<file path="src/rtl/fifo_burst_framer_pkg.sv">
// Shared constants for fifo_burst_framer: FSM state encoding and a width helper.
// Optional idle timeout is enabled by FIFO_BURST_FRAMER_TIMEOUT_EN.
package fifo_burst_framer_pkg;

   localparam logic [1:0] S_IDLE = 2'd0;
   localparam logic [1:0] S_HOLD = 2'd1;
   localparam logic [1:0] S_WAIT = 2'd2;

   // Bits needed to count 0..value-1, never less than one bit.
   function automatic int clog2(input int value);
      int w;
      w = 0;
      for (int v = value - 32'sd1; v > 32'sd0; v = v >>> 1) begin
         w = w + 32'sd1;
      end
      if (w < 32'sd1) begin
         w = 32'sd1;
      end
      return w;
   endfunction

endpackage

</file>
<file path="src/rtl/fifo_burst_framer_idle_timer.sv">
// framer_idle_timer: saturating idle counter used to force a burst close.
// Only present when FIFO_BURST_FRAMER_TIMEOUT_EN is defined.
`ifdef FIFO_BURST_FRAMER_TIMEOUT_EN
module framer_idle_timer #(
   parameter int LIMIT = 15,
   parameter int W     = 4
) (
   input  logic         clk,
   input  logic         rstn,
   input  logic         clr,
   input  logic         en,
   output logic [W-1:0] cnt,
   output logic         hit
);

   localparam logic [W-1:0] CNT_MAX = W'(LIMIT);
   localparam logic [W-1:0] CNT_ONE = W'(1);

   assign hit = (cnt == CNT_MAX);

   // Count enabled idle cycles, stick at LIMIT until cleared.
   always_ff @(posedge clk or negedge rstn) begin
      if (!rstn) begin
         cnt <= {W{1'b0}};
      end else if (clr) begin
         cnt <= {W{1'b0}};
      end else if (en && !hit) begin
         cnt <= cnt + CNT_ONE;
      end
   end

endmodule
`endif

</file>
<file path="src/rtl/fifo_burst_framer.sv">
// fifo_burst_framer: drains an FWFT FIFO into a valid/ready stream with m_last framing.
// Define FIFO_BURST_FRAMER_TIMEOUT_EN to also close a burst after TIMEOUT empty cycles.
module fifo_burst_framer
   import fifo_burst_framer_pkg::*;
#(
   parameter int DATA_WIDTH = 16,
   parameter int MAX_BURST  = 8,
   parameter int TIMEOUT    = 15
) (
   input  logic                  clk,
   input  logic                  rstn,
   input  logic                  fifo_empty,
   input  logic [DATA_WIDTH-1:0] fifo_rdata,
   output logic                  fifo_ren,
   output logic                  m_valid,
   input  logic                  m_ready,
   output logic [DATA_WIDTH-1:0] m_data,
   output logic                  m_last
);

   localparam int BW = clog2(MAX_BURST);
   localparam logic [BW-1:0] LAST_BEAT = BW'(MAX_BURST - 1);
   localparam logic [BW-1:0] BEAT_ONE  = BW'(1);

   logic [1:0]            state_r;
   logic [1:0]            state_nxt_s;
   logic [DATA_WIDTH-1:0] hold_data_r;
   logic                  hold_vld_r;
   logic [BW-1:0]         beat_cnt_r;
   logic                  out_free_s;
   logic                  last_beat_s;
   logic                  timeout_hit_s;
   logic                  release_s;
   logic                  rel_last_s;
   logic                  load_s;

   assign out_free_s  = ~m_valid | m_ready;
   assign last_beat_s = (beat_cnt_r == LAST_BEAT);
   assign release_s   = hold_vld_r & out_free_s & (~fifo_empty | last_beat_s | timeout_hit_s);
   // An empty FIFO means the release came from the count limit or the timeout.
   assign rel_last_s  = last_beat_s | fifo_empty;
   assign load_s      = ~fifo_empty & (~hold_vld_r | release_s);
   assign fifo_ren    = load_s;

`ifdef FIFO_BURST_FRAMER_TIMEOUT_EN
   localparam int IW = clog2(TIMEOUT + 1);
   localparam logic [IW-1:0] TO_NEAR = IW'(TIMEOUT - 1);

   logic [IW-1:0] idle_cnt_s;
   logic          idle_sat_s;
   logic          idle_clr_s;
   logic          idle_en_s;

   // The cycle that enters S_WAIT already counts, so the close lands TIMEOUT edges after the pop.
   assign idle_clr_s = load_s | (release_s & fifo_empty);
   assign idle_en_s  = hold_vld_r & fifo_empty & ~release_s;

   framer_idle_timer #(
      .LIMIT (TIMEOUT),
      .W     (IW)
   ) u_idle_timer (
      .clk  (clk),
      .rstn (rstn),
      .clr  (idle_clr_s),
      .en   (idle_en_s),
      .cnt  (idle_cnt_s),
      .hit  (idle_sat_s)
   );

   assign timeout_hit_s = ((idle_cnt_s == TO_NEAR) & fifo_empty) | idle_sat_s;
`else
   assign timeout_hit_s = 1'b0;
`endif

   // Next-state decode for the hold register occupancy.
   always_comb begin
      state_nxt_s = state_r;
      case (state_r)
         S_IDLE: begin
            if (!fifo_empty) begin
               state_nxt_s = S_HOLD;
            end else begin
               state_nxt_s = S_IDLE;
            end
         end
         S_HOLD, S_WAIT: begin
            if (release_s && fifo_empty) begin
               state_nxt_s = S_IDLE;
            end else if (fifo_empty) begin
               state_nxt_s = S_WAIT;
            end else begin
               state_nxt_s = S_HOLD;
            end
         end
         default: begin
            state_nxt_s = S_IDLE;
         end
      endcase
   end

   // State, one-word hold register and beat counter.
   always_ff @(posedge clk or negedge rstn) begin
      if (!rstn) begin
         state_r     <= S_IDLE;
         hold_data_r <= {DATA_WIDTH{1'b0}};
         hold_vld_r  <= 1'b0;
         beat_cnt_r  <= {BW{1'b0}};
      end else begin
         state_r <= state_nxt_s;
         if (load_s) begin
            hold_data_r <= fifo_rdata;
            hold_vld_r  <= 1'b1;
         end else if (release_s) begin
            hold_vld_r  <= 1'b0;
         end
         if (release_s) begin
            beat_cnt_r <= rel_last_s ? {BW{1'b0}} : (beat_cnt_r + BEAT_ONE);
         end
      end
   end

   // Output register; contents stay put while the consumer stalls.
   always_ff @(posedge clk or negedge rstn) begin
      if (!rstn) begin
         m_valid <= 1'b0;
         m_data  <= {DATA_WIDTH{1'b0}};
         m_last  <= 1'b0;
      end else if (release_s) begin
         m_valid <= 1'b1;
         m_data  <= hold_data_r;
         m_last  <= rel_last_s;
      end else if (m_ready) begin
         m_valid <= 1'b0;
      end
   end

endmodule
</file>
<file path="config.mk">
export PLATFORM = sky130hd
export DESIGN_NAME = fifo_burst_framer
export DESIGN_NICKNAME = d
export VERILOG_FILES = /design/src/rtl/fifo_burst_framer_pkg.sv /design/src/rtl/fifo_burst_framer_idle_timer.sv /design/src/rtl/fifo_burst_framer.sv
export SDC_FILE = /design/constraint.sdc
export NUM_CORES = 1
export LEC_CHECK = 0
export BUFFER_PORTS_ARGS = -buffer_cell sky130_fd_sc_hd__buf_2
export CAP_MARGIN = 20
export CORE_ASPECT_RATIO = 1.4
export CORE_MARGIN = 2
export CORE_UTILIZATION = 55
export CTS_CLUSTER_DIAMETER = 50
export DETAILED_ROUTE_END_ITERATION = 12
export GPL_ROUTABILITY_DRIVEN = 0
export HOLD_SLACK_MARGIN = 0.08
export PLACE_DENSITY = 0.9
export SYNTH_ARGS = -nofsm -noshare
export SYNTH_HDL_FRONTEND = slang
export SYNTH_SLANG_ARGS = --single-unit
</file>
<file path="constraint.sdc">
create_clock -name clk -period 2.5 [get_ports clk]
set_input_delay 0.375 -clock clk [delete_from_list [all_inputs] [get_ports clk]]
set_output_delay 0.375 -clock clk [all_outputs]
set_load 0.01 [all_outputs]
</file>
[After elaboration in Yosys (flattened, before gate mapping)]
Cells that the tools add are included.
W data, S select, Z words.
Word-level totals
  RAM bits: 0
  input bits: 20
  bits in latches: 0
  output and inout port bits: 19
  memory bits (read-only): 0
  memories: 0
  register bits: 38
Cells by class
  bitwise logic cells: 10
  magnitude comparators: 0
  $mul: 0
  muxes and demuxes: 5
  shifts and indexed selects: 0
  equality and inequality tests: 1
  add/subtract/negate cells: 1
  reduce and logical (&&, ||, !) cells: 2
  div/mod/pow operators: 0
Operators by type and width (count)
  $mux W1: 4
  $or A1 B1 Y1: 4
  $reduce_bool A2 Y1: 2
  $add A3 B1 Y3 const B: 1
  $and A1 B1 Y1: 3
  $eq A3 B3 Y1 const B: 1
  $mux W3: 1
  $not A1 Y1: 3

[Logic depth before layout (Yosys ltp)]
Gate-level depths: netlist of the first run.
  depth in word-level cells: 7
  gate-level depth with buffers: 5

[Least setup slack after synthesis of the first run]
No wires, ideal clock.
  path kind: reg2reg
  start point: reg beat_cnt_r[0]
  end point: reg beat_cnt_r[0]
  required time: 2375 ps
  slack: 850 ps
  buffers on the path: 1
  data arrival time: 1526 ps
  stages on the path, launching flop included: 6
  setup time: 125 ps
  cell sequence: dfrtp_1 > ha_1 > ha_1 > o211ai_2 > buf_6 > mux2_2
Between the ends
  cells in the longest elaborated chain, start to end: 3
  elaborated cells on any way between the ends: 6
  those cells by class: add/sub (1); eq/ne (1); mux (1); bitwise (3)
Ends and longest elaborated chain
  start: declaration: RTL line fifo_burst_framer.sv:29  | logic [BW-1:0] beat_cnt_r;
  start signal: assignment: RTL line fifo_burst_framer.sv:107  | beat_cnt_r <= {BW{1'b0}};
  start signal: assignment: RTL line fifo_burst_framer.sv:117  | beat_cnt_r <= rel_last_s ? {BW{1'b0}} : (beat_cnt_r + BEAT_ONE);
  branches (longest 3 deep; another with $add A3 B1 Y3)
Several ways; the timed one is not identified.
A chain may end at the register's enable or synchronous reset.

[Final worst setup path of the first run]
  start point: reg hold_vld_r
  end point: out fifo_ren
Between the ends
  cells in the longest elaborated chain, start to end: 4
  elaborated cells on any way between the ends: 5
  those cells by class: bitwise (5)
Ends and longest elaborated chain
  start: declaration: RTL line fifo_burst_framer.sv:28  | logic hold_vld_r;
  start signal: assignment: RTL line fifo_burst_framer.sv:106  | hold_vld_r <= 1'b0;
  start signal: assignment: RTL line fifo_burst_framer.sv:112  | hold_vld_r <= 1'b1;
  start signal: assignment: RTL line fifo_burst_framer.sv:114  | hold_vld_r <= 1'b0;
  $and A1 B1 Y1 (2 in series): RTL line fifo_burst_framer.sv:39  | assign release_s = hold_vld_r & out_free_s & (~fifo_empty | last_beat_s | timeout_hit_s);
  $or A1 B1 Y1 (*): RTL line fifo_burst_framer.sv:42  | assign load_s = ~fifo_empty & (~hold_vld_r | release_s);
  $and A1 B1 Y1 (*): RTL line fifo_burst_framer.sv:42
  end: declaration: RTL line fifo_burst_framer.sv:14  | output logic fifo_ren,
Mark *: on every way between the ends. The rest lies on a longest branch, timed or not.

==> flow_metrics.py, run 1 <==
metrics = {
    "sta": {
        "setup_violations": 0,
        "rsz0062_at_grt": "no",
        "fin_skew_ns": 0.00479,
        "tns_ns": 0,
        "slew_violations": 0,
        "fin_crit_ns": 1.97,
        "period_share_pct": 78.6,
        "relSlewSlack_pct": 46.4,
        "tightest_slew_ns": 0.804,
        "hold_viol": 0,
        "clock.fmax_ghz": 0.509,
    },
    "logic_synthesis": {
        "syn_area_sq_um": 1500,
        "syn_nets": 112,
        "syn_inst": 90,
        "yosys_warnings": 0,
        "synthDistinctLibCells": 16,
        "avgSynthCellArea_sq_um": 16.6,
        "synth_seq_cells": 38,
        "synth_seq_area_share_pct": 63.5,
    },
    "floorplanning": {
        "pin_count": 39,
        "die_h_um": 65.7,
        "die_w_um": 48.1,
        "core-area_sq_um": 2620,
        "die_area_sq_um": 3160,
        "initial_utilization_pct": 57.3,
        "rows": 22,
    },
    "setup_path": {
        "critPathRequiredTime_ns": 2.12,
        "cp_slowest_stage_delay_ns": 0.57,
        "cp_slowest_cell": "a31oi_4",
        "worst_setup_path_end_kind": "output pin",
        "critPathArrivalTime_ns": 1.59,
        "crit_fanout": 17,
        "crit_family": "compound AO/OA/AOI/OAI gates",
        "startpoint_type": "flop",
        "worstSetupPathType": "reg -> out",
        "critPathBufInv": 1,
        "crit_chain": "a31oi_4, buf_2",
    },
    "drt": {
        "ant_nets": 0,
        "routed_wl_mm": 2.37,
        "vias": 855,
        "firstDrtPassIters": 3,
        "post-route-drc-count": 0,
        "viasPerCell": 5.06,
        "dr.first_iter.drc_count": 15,
        "avgRoutedWirePerCell_um": 14.0,
    },
    "cells_and_area": {
        "nNetsFinal": 155,
        "syn_to_final_growth_pct": 17.0,
        "seq_area_sq_um": 951,
        "layout_common_cells": "dfrtp_1 (38), buf_2 (38), mux2_2 (34)",
        "fin_area_sq_um": 1750,
        "drive_above_1_share_pct": 60.9,
        "fillers": 184,
        "fin_cells": 169,
        "multi_input_area_sq_um": 505,
        "antenna_cells": 0,
    },
    "placed_design": {
        "dpl.cell_count": 162,
        "dp_hpwl_mm": 1.79,
        "place_area_sq_um": 1710,
        "portBuffers": 38,
    },
    "global_routing": {
        "grt_use_total_pct": 18.2,
        "grt_max_degree": 39,
        "grt_first_pass_wirelength_mm": 3.91,
        "antenna_found_initial": 0,
        "grt_pass1_vias": 897,
        "grt_overflow": 0,
    },
    "clock_network": {
        "cts_resized": 0,
        "cts_setup_buffers": 0,
        "clock_latency_ns": 0.32,
        "clockBufferDepth": 2,
        "cts-hold-fix-buffers": 0,
        "root_buffer": "clkbuf_4",
        "clk_pin_slew_ns": 0.10,
        "cts_sinks": 38,
        "cts_buffers": 5,
        "cts.htree.levels": 2,
        "cts_tree": "done",
    },
    "power_and_ir_drop": {
        "power.total_mw": 1.50,
        "cellLeakagePower_nw": 0.827,
        "power.density_nw_per_um2": 859,
        "vdd_drop_max_uv": 507,
    },
    "flow_run": {
        "cap_violations": 0,
    },
    "hold_path": {
        "hold_class": "in -> async",
    },
    "outcome": {
        "outcome": "finished clean",
    },
}
## power breakdown
| part | leakage (nW) | internal (mW) | switching, mW |
|---|---|---|---|
| sequential | 0.448 | 0.765 | 0.0785 |
| clock | 0.0254 | 0.106 | 0.166 |
| combinational | 0.353 | 0.218 | 0.171 |
| total | 0.827 | 1.09 | 0.415 |
## worst register-to-register path, cell delays in order (launching register included)
cell and delay [ns]:
dfrtp_1 0.41, ha_1 0.21, ha_1 0.25, o211ai_2 0.18, buf_4 0.29, mux2_2 0.39
## flip-flops by register name, summed over array words and instances (netlist names)
register,cells
hold_data_r,16
m_data,16
beat_cnt_r,3
hold_vld_r,1
m_last,1
m_valid,1
## area by class of cell
cell class	instances	area share (%)
Sequential cell	38	54.3
Clock buffer	7	2.57
Tap cell	36	2.57
Multi-Input combinational cell	47	28.9
Timing Repair Buffer	39	11.3
Inverter	2	0.429
## cell families (layout without fill, tap and decap cells)
kind of cell	after synthesis	count (layout)	share of synthesized area [%]
buf+inv	5	48	2.76
mux	35	35	26.3
fa+ha+maj	2	2	1.67
compound gates	5	5	3.76
simple gates	5	5	2.00
flops	38	38	63.5
## layer usage
metal	wire, um	global-route usage, %
met1	897	22.8
met2	1360	28.7
met3	93	4.12
met4	23	9.12
met5	0	0
## cells in the mapped netlist
cell type | instances | share of area, %
a21o_1 | 1 | 0.50
nand2b_1 | 1 | 0.42
o21ai_0 | 1 | 0.33
a32o_1 | 1 | 0.67
a31oi_4 | 1 | 1.4
nor3b_1 | 2 | 1.0
inv_2 | 1 | 0.25
o211ai_2 | 1 | 0.84
nor3_1 | 1 | 0.33
ha_1 | 2 | 1.7
nand2_1 | 1 | 0.25
buf_6 | 3 | 2.3
inv_1 | 1 | 0.25
mux2_1 | 1 | 0.75
mux2_2 | 34 | 26
dfrtp_1 | 38 | 63
## final timing paths
kind	start	endpoint	slack [ns]	cells past startpoint
max	hold_vld_r	fifo_ren	0.53	2
min	rstn	hold_data_r[13]	0.13	1
max reg2reg	beat_cnt_r[0]	m_data[4]	0.67	5
min reg2reg	hold_data_r[10]	m_data[10]	0.50	1
max in group asynchronous	rstn	m_data[4]	1.86	1
min in group clk	fifo_rdata[13]	hold_data_r[13]	0.28	2
## per-stage QoR
stage,util (%),hold WS [ns],setup slack (ns)
after global placement,65.3,0.467,0.753
after CTS,67.0,0.145,0.501
after floorplan,-,0.0794,0.850
after global routing,67.0,0.189,0.416
after detailed placement,65.3,0.486,0.662
final,67.0,0.134,0.535
Note: power is estimated with default switching activity, not from simulation.
==> run 2, diff against run 1 <==
- CORE_UTILIZATION: 55 -> 46
- PLACE_DENSITY: 0.9 -> 0.81
- clock period: 2.5 -> 1.6 ns (I/O delays scaled with it)
==> run 2 against run 1 <==
Compared with the run above:
- the run now ends with setup timing left
- utilization down 3.3 points
- setup slack worse by 0.58 ns
- first-iteration DRC count up 130%
- clock skew down 0.0016 ns
- critical path type is now reg -> reg
==> flow_metrics.py, run 2 (synthesis gave the netlist of run 1 again) <==
metrics = {
    "outcome": {
        "outcome": "finished, violations left",
        "violations": "setup timing",
    },
    "global_routing": {
        "grt_overflow": 0,
        "grt_max_degree": 39,
        "grt_first_pass_wirelength_mm": 4.97,
        "grt_pass1_vias": 1002,
        "grt_use_total_pct": 18.5,
        "antenna_found_initial": 0,
    },
    "cells_and_area": {
        "antenna_cells": 0,
        "top_regs": "hold_data_r: 16 flops, m_data: 16 flops, beat_cnt_r: 3 flops",
        "nNetsFinal": 165,
        "drive_above_1_share_pct": 66.0,
        "fillers": 259,
        "layout_common_cells": "dfrtp_1 (38), buf_2 (38), mux2_4 (19)",
        "fin_area_sq_um": 1990,
        "syn_to_final_growth_pct": 32.8,
    },
    "sta": {
        "fin_crit_ns": 1.64,
        "worst_hold_slack_ns": 0.180,
        "hold_viol": 0,
        "relSlewSlack_pct": 46.3,
        "setup_violations": 19,
        "slew_violations": 0,
        "rsz0062_at_grt": "yes",
        "period_share_pct": 103,
        "tightest_slew_ns": 0.806,
        "clock.fmax_ghz": 0.609,
        "fin_skew_ns": 0.00315,
        "tns_ns": -0.382,
        "setup_ws_ns": -0.0429,
    },
    "drt": {
        "viasPerCell": 5.10,
        "post-route-drc-count": 0,
        "avgRoutedWirePerCell_um": 16.6,
        "routed_wl_mm": 3.03,
        "ant_nets": 0,
        "firstDrtPassIters": 4,
        "dr.first_iter.drc_count": 34,
        "vias": 933,
    },
    "floorplanning": {
        "core-area_sq_um": 3120,
        "die_area_sq_um": 3730,
        "pin_count": 39,
        "initial_utilization_pct": 48.0,
        "die_h_um": 71.5,
        "rows": 24,
        "die_w_um": 52.2,
    },
    "setup_path": {
        "rr_worst_depth": 5,
        "critPathRequiredTime_ns": 1.77,
        "worstSetupPathType": "reg -> reg",
        "startpoint": "beat_cnt_r[1]",
        "critPathArrivalTime_ns": 1.81,
        "worst_setup_path_end_kind": "flop",
        "r2r_start": "beat_cnt_r[1]",
        "critPathCapture": "m_data[1]",
        "timing.rr.end": "m_data[1]",
        "startpoint_type": "flop",
        "rrSetupSlack_ns": -0.04,
        "crit_fanout": 6,
    },
    "clock_network": {
        "clockBufferDepth": 2,
        "clk_pin_slew_ns": 0.07,
        "clock_latency_ns": 0.28,
        "cts_buffers": 5,
        "root_buffer": "clkbuf_8",
        "cts_sinks": 38,
        "cts_tree": "done",
        "cts.htree.levels": 2,
    },
    "hold_path": {
        "hold_class": "in -> reg",
        "worstHoldStart": "fifo_rdata[11]",
    },
    "placed_design": {
        "portBuffers": 38,
        "dp_hpwl_mm": 1.98,
        "place_area_sq_um": 1740,
    },
    "power_and_ir_drop": {
        "vdd_drop_max_uv": 886,
        "cellLeakagePower_nw": 0.985,
        "power.density_nw_per_um2": 1420,
    },
    "flow_run": {
        "cap_violations": 0,
    },
}
-- run 2: cell count changes in the layout (fill, tap and decap cells not counted), sizes merged --
cell	previous run	this run
clkinv	0	1
dlygate4sd3	0	1
buf	39	48
-- run 2: worst min path at each step --
stage,end,slack [ns],cells after the start
after floorplan,beat_cnt_r[0],-0.06,0
after global placement,m_data[8],0.35,1
after detailed placement,hold_data_r[8],0.37,1
after CTS,hold_data_r[11],0.18,2
after global routing,hold_data_r[14],0.17,2
final,hold_data_r[11],0.18,2
-- run 2: where the power goes --
part | internal (mW) | switching [mW]
combinational | 0.500 | 0.320
clock | 0.347 | 0.311
sequential | 1.20 | 0.143
-- run 2: cell type report --
type	count	area [sq um]	area share, %
repair buffers	49	290	14.6
inverters	2	7.51	0.377
multi-input cells	47	601	30.2
clock inverters	1	5.00	0.252
clock buffers	7	86.3	4.34
well taps	39	48.8	2.45
flip-flops and latches	38	951	47.8
-- run 2: through the flow --
step | utilization, % | std cells | setup slack [ns] | total power, mW
final | 63.7 | 183 | -0.0429 | 2.82
after global routing | 63.7 | 183 | -0.0839 | 2.98
after CTS | 62.9 | 182 | -0.0402 | 2.77
after detailed placement | 55.8 | 169 | -0.0369 | 1.99
after global placement | 55.8 | 169 | 0.0361 | 1.93
after floorplan | - | 90 | 0.0163 | 1.71
-- run 2: metal layers --
metal | wire length [um] | up-vias | global-route usage [%]
li1 | - | 423 | -
met1 | 1220 | 472 | 23.5
met2 | 1620 | 31 | 29.8
met3 | 130 | 7 | 6.25
met4 | 57 | 0 | 5.98
met5 | 0 | - | 0
-- run 2: what timing repair did --
action                                  4_1_cts  5_1_grt
cloned                                        2        0
endpoints found under the hold margin        30        0
pin swaps                                     2        2
gates resized for setup                      23        5
buffers inserted                              2        1
hold buffers                                  1        0
endpoints found under the setup margin       19       20
-- run 2: worst max-delay path, cell delays in order (launching register included) --
cell	delay (ns)
dfrtp_1	0.40
ha_2	0.20
ha_4	0.17
o211ai_4	0.25
buf_6	0.20
mux2_4	0.31
